===== config.mk =====
export PLATFORM = sky130hd
export DESIGN_NAME = uart_rx_fifo
export DESIGN_NICKNAME = d
export VERILOG_FILES = /design/src/rtl/uart_pkg.sv /design/src/rtl/uart_edge_detect.sv /design/src/rtl/uart_rx_fifo.sv
export SDC_FILE = /design/constraint.sdc
export NUM_CORES = 1
export LEC_CHECK = 0
export BUFFER_PORTS_ARGS = -buffer_cell sky130_fd_sc_hd__buf_2
export CAP_MARGIN = 20
export CORE_MARGIN = 3
export CORE_UTILIZATION = 30
export DETAILED_ROUTE_END_ITERATION = 8
export GPL_TIMING_DRIVEN = 0
export SYNTH_ARGS = -nofsm -noshare
export SYNTH_HDL_FRONTEND = slang
export SYNTH_SLANG_ARGS = --single-unit

===== constraint.sdc =====
create_clock -name clock -period 2.39 [get_ports clock]
set_clock_uncertainty 0.1 [all_clocks]
set_input_delay 0 -clock clock [delete_from_list [all_inputs] [get_ports clock]]
set_output_delay 0 -clock clock [all_outputs]
set_load 0.01 [all_outputs]

===== src/rtl/uart_pkg.sv =====
// Shared UART definitions: default character width and buffer depth,
// the character type, and pointer/count widths derived from the depth.
package uart_pkg;

    localparam int UART_WIDTH = 8;
    localparam int UART_DEPTH = 16;

    typedef logic [UART_WIDTH-1:0] uart_char_t;

    localparam int UART_PTR_W = $clog2(UART_DEPTH);
    localparam int UART_CNT_W = UART_PTR_W + 1;

endpackage


===== src/rtl/uart_edge_detect.sv =====
// Registered rising-edge detector. The history register resets to
// RESET_VALUE, so a level that is already high when reset releases is not
// reported as an edge when RESET_VALUE is 1.
module uart_edge_detect #(
    parameter logic RESET_VALUE = 1'b1
) (
    input  logic clock,
    input  logic reset,
    input  logic level_i,
    output logic rise_o
);

    logic level_q;

    // Remember the previous level so a new high level can be recognised.
    always_ff @(posedge clock or posedge reset) begin
        if (reset) begin
            level_q <= RESET_VALUE;
        end else begin
            level_q <= level_i;
        end
    end

    assign rise_o = level_i & ~level_q;

endmodule


===== src/rtl/uart_rx_fifo.sv =====
// Receive-side character buffer. Converts the receiver's completion level
// into one push per character, stores up to DEPTH characters and offers
// them to the consumer as a show-ahead valid/ready stream, with occupancy
// and a sticky overflow flag for characters that had to be dropped.
module uart_rx_fifo
    import uart_pkg::*;
#(
    parameter int WIDTH = UART_WIDTH,
    parameter int DEPTH = UART_DEPTH
) (
    input  logic                       clock,
    input  logic                       reset,
    input  logic                       rx_ready,
    input  logic [WIDTH-1:0]           rx_data,
    output logic                       out_valid,
    output logic [WIDTH-1:0]           out_data,
    input  logic                       out_ready,
    output logic [$clog2(DEPTH):0]     count,
    output logic                       overflow,
    input  logic                       clear_overflow
);

    localparam int PTR_W = $clog2(DEPTH);
    localparam int CNT_W = PTR_W + 1;
    localparam logic [CNT_W-1:0] FULL_COUNT = CNT_W'(DEPTH);

    logic [WIDTH-1:0] mem_q [DEPTH];
    logic [PTR_W-1:0] wr_ptr_q, wr_ptr_d;
    logic [PTR_W-1:0] rd_ptr_q, rd_ptr_d;
    logic [CNT_W-1:0] count_q, count_d;
    logic             overflow_q, overflow_d;

    logic push;
    logic pop;
    logic full;
    logic accept;
    logic drop;

    // History resets high so a level held across reset release is ignored.
    uart_edge_detect #(
        .RESET_VALUE (1'b1)
    ) u_push_detect (
        .clock   (clock),
        .reset   (reset),
        .level_i (rx_ready),
        .rise_o  (push)
    );

    assign full      = (count_q == FULL_COUNT);
    assign out_valid = (count_q != '0);
    assign pop       = out_valid & out_ready;
    // A simultaneous pop frees a slot, so a push at full is still taken.
    assign accept    = push & (~full | pop);
    assign drop      = push & full & ~pop;

    assign out_data  = mem_q[rd_ptr_q];
    assign count     = count_q;
    assign overflow  = overflow_q;

    // Next-state for pointers, occupancy and the sticky overflow flag.
    always_comb begin
        wr_ptr_d   = wr_ptr_q;
        rd_ptr_d   = rd_ptr_q;
        count_d    = count_q;
        overflow_d = overflow_q;

        if (accept) begin
            wr_ptr_d = wr_ptr_q + PTR_W'(1);
        end
        if (pop) begin
            rd_ptr_d = rd_ptr_q + PTR_W'(1);
        end

        if (accept && !pop) begin
            count_d = count_q + CNT_W'(1);
        end else if (!accept && pop) begin
            count_d = count_q - CNT_W'(1);
        end

        if (drop) begin
            overflow_d = 1'b1;
        end else if (clear_overflow) begin
            overflow_d = 1'b0;
        end
    end

    // Control state; reset discards all stored characters at once.
    always_ff @(posedge clock or posedge reset) begin
        if (reset) begin
            wr_ptr_q   <= '0;
            rd_ptr_q   <= '0;
            count_q    <= '0;
            overflow_q <= 1'b0;
        end else begin
            wr_ptr_q   <= wr_ptr_d;
            rd_ptr_q   <= rd_ptr_d;
            count_q    <= count_d;
            overflow_q <= overflow_d;
        end
    end

    // Character storage is not reset; only accepted pushes write it.
    always_ff @(posedge clock) begin
        if (accept) begin
            mem_q[wr_ptr_q] <= rx_data;
        end
    end

endmodule


==> reports/qor.txt <==
WP data required: 2.64 ns
final global-route overflow total: 0
fmax: 405 MHz
DRT Pass-1 Iters: 4
count of cell types in the netlist: 37
final non-filler cell total: 668
Tcrit/Tclk final: 103%
asr flop ratio synth: 10.5%
min Tclk post-route: 2.47 ns
Pins Over Slew Limit: 0
critical-path maximum fanout: 5
ant diodes: 0
CP cell instances: nor4_4 -> nand2b_1 -> nand2_2 -> ha_4 -> inv_4 -> fa_2 -> a21o_1 -> a21oi_2 -> mux2i_1 -> xnor2_1
CP max stage cell: dfrtp_2
post-route ant nets: 0
GR Util All Layers: 12.1%
residual DRC count: 0
status: finished with violations
mapped cell area: 5900 µm²
synth warn: 0
Die X: 146 µm
FF+latch count, synth: 143
PwrDens: 1190 nW/µm²
CTS tree: yes
final worst slack: -0.0777 ns
vias: 3086
row count: 50
delay of the slowest critical-path stage: 0.43 ns
die height: 146 µm
count leader, synth: edfxtp_1
Post-DP HPWL: 8260 µm
via/cell ratio: 4.62
Min Hold Slack: 0.0916 ns
Syn Nets: 348
Initial Util: 31.0%
crit path DAT: 2.71 ns
FILL cells: 1739
clock latency on the worst-skew pair: 0.42 ns
antenna violations before repair: 0
Setup crit end kind: register
final hold violations: 0
worst reg2reg startpoint: count[2]
Iter 0 DRT Violations: 297
Synth area leaders: edfxtp_1, mux4_2, dfrtp_1, mux2i_1, a221oi_2
RD Place Congestion: 0.787
routed wire length per instance: 18.6 µm
synthesis-to-finish area growth: 23.1%
Total Wirelength: 12400 µm
Lkg Pwr: 0.00253 µW
Ports: 28
Core ar.: 19000 µm²
crit start category: register
Setup crit start: count[2]
HP Class: input port to async pin
Final Net Count: 418
Clock Tree Root: clkbuf_16
worst vdd ir: 555 µV
die area: 21400 µm²
wire length of the first global-routing pass: 19000 µm
htree depth: 4
mean post-synth cell area: 18.2 µm²
Max-slew headroom: 60.6%
worst slew pin tran: 0.591 ns
EDFF count, synth: 128
number of clock sinks: 143
largest net degree at the start of global routing: 17
top cells by count, synth: edfxtp_1, mux2i_1, mux4_2, nand2_1
share of cells above drive strength 1: 33.3%
violated checks: negative setup slack
placed insts: 616
Final setup viols: 1
worst-case clock buffer depth: 2
unrepaired setup endpoints after global routing: yes
MaxCap Viol Count: 0
share of the synthesized area in the top cell type: 65.1%
vias in the first global route: 3202
Mapped Cells: 325
area leader, netlist: edfxtp_1
sequential share of the synthesized area: 71.5%
port buffer count: 27
CTS Buf Count: 17
critical path class: register to register
Reg clk slew, reported paths: 0.06 ns
Main synth FF type: edfxtp_1
==> routing by layer <==
layer  global-route usage, %  share of wire [%]
met5                       0                  0
met4                    4.28                1.6
met3                    3.10                3.4
met2                    19.4                 50
met1                    15.9                 45
==> sequential cells by signal (all words and copies together), names as in the netlist <==
name,count
mem_q,128
count,5
rd_ptr_q,4
wr_ptr_q,4
overflow,1
u_push_detect.level_q,1
==> worst paths after layout <==
check / endpoint / slack [ns] / cells after the start
worst max-delay path: count[4] / -0.08 / 10
worst min-delay path: count[4] / 0.09 / 3
worst max register to register: count[4] / -0.08 / 10
worst min register to register: count[2] / 0.46 / 2
max in group asynchronous: count[2] / 1.67 / 3
min in group clock: u_push_detect.level_q / 0.15 / 2
==> stage by stage <==
| step | setup slack, ns | setup TNS, ns | cell area, µm² | util, % | total power, µW |
|---|---|---|---|---|---|
| after floorplan | -0.113 | -0.113 | 5930 | - | 5110 |
| after global placement | -0.349 | -10.12 | 6390 | 33.6 | 5920 |
| after detailed placement | -0.243 | -0.341 | 6410 | 33.7 | 5990 |
| after CTS | -0.126 | -0.127 | 7120 | 37.4 | 8500 |
| after global routing | -0.194 | -0.254 | 7270 | 38.2 | 9050 |
| final | -0.0777 | -0.0777 | 7270 | 38.2 | 8620 |
==> layout by cell type (no fill, tap or decap), types with 3 or more instances in the layout <==
master	n
clkbuf_16	17
buf_2	31
dlygate4sd3_1	13
inv_1	6
nor3_2	4
nand2_1	16
ha_1	7
dfrtp_2	3
mux2i_1	33
clkinv_2	6
buf_4	11
a221oi_1	4
a22oi_1	8
o21ai_0	10
nand2b_1	4
a221oi_4	3
nor2_2	12
dfrtp_1	11
a221oi_2	9
edfxtp_1	128
mux4_2	16
buf_6	7
clkbuf_1	7
xnor2_1	9
==> logic make-up after synthesis <==
group	synth area share, %
AO/OA/AOI/OAI	6.27
XOR/XNOR	1.48
adder cells (fa/ha/maj)	2.25
buffers and inverters	2.71
flip-flops	71.5
multiplexers	12.1
AND/OR/NAND/NOR	3.73
==> repair_timing <==
action                                  4_1_cts  5_1_grt
hold buffers                                 13        0
endpoints found under the hold margin       149        0
endpoints found under the setup margin       26      118
resized for setup                             2       26
setup buffers                                 4        4
pin swaps                                     3        5
==> critical path, delay by kind of cell (launching register included) <==
kind | cells | cell delay [ns]
AOI/OAI and AO/OA | 2 | 0.35
xor gates and xnor gates | 1 | 0.13
adders and majority gates | 2 | 0.52
buffers and inverters | 1 | 0.05
DFF | 1 | 0.43
muxes | 1 | 0.23
and+or+nand+nor | 3 | 0.58
==> power breakdown <==
group / internal, µW / leakage, µW / switching [µW]
combinational: 1330 / 0.000930 / 1680
sequential: 2960 / 0.00133 / 172
clock: 1550 / 0.000275 / 928
total: 5840 / 0.00253 / 2780
==> layout make-up <==
cell class,instances,area [µm²],area share (%)
inverters,7,28.8,0.396
well taps,260,325,4.47
multi-input cells,158,1660,22.8
plain buffers,16,138,1.89
repair buffers,52,348,4.78
flip-flops and latches,143,4220,58.1
clock buffers,24,462,6.35
clock inverters,8,90.1,1.24
Note: power is estimated with default switching activity, not from simulation.
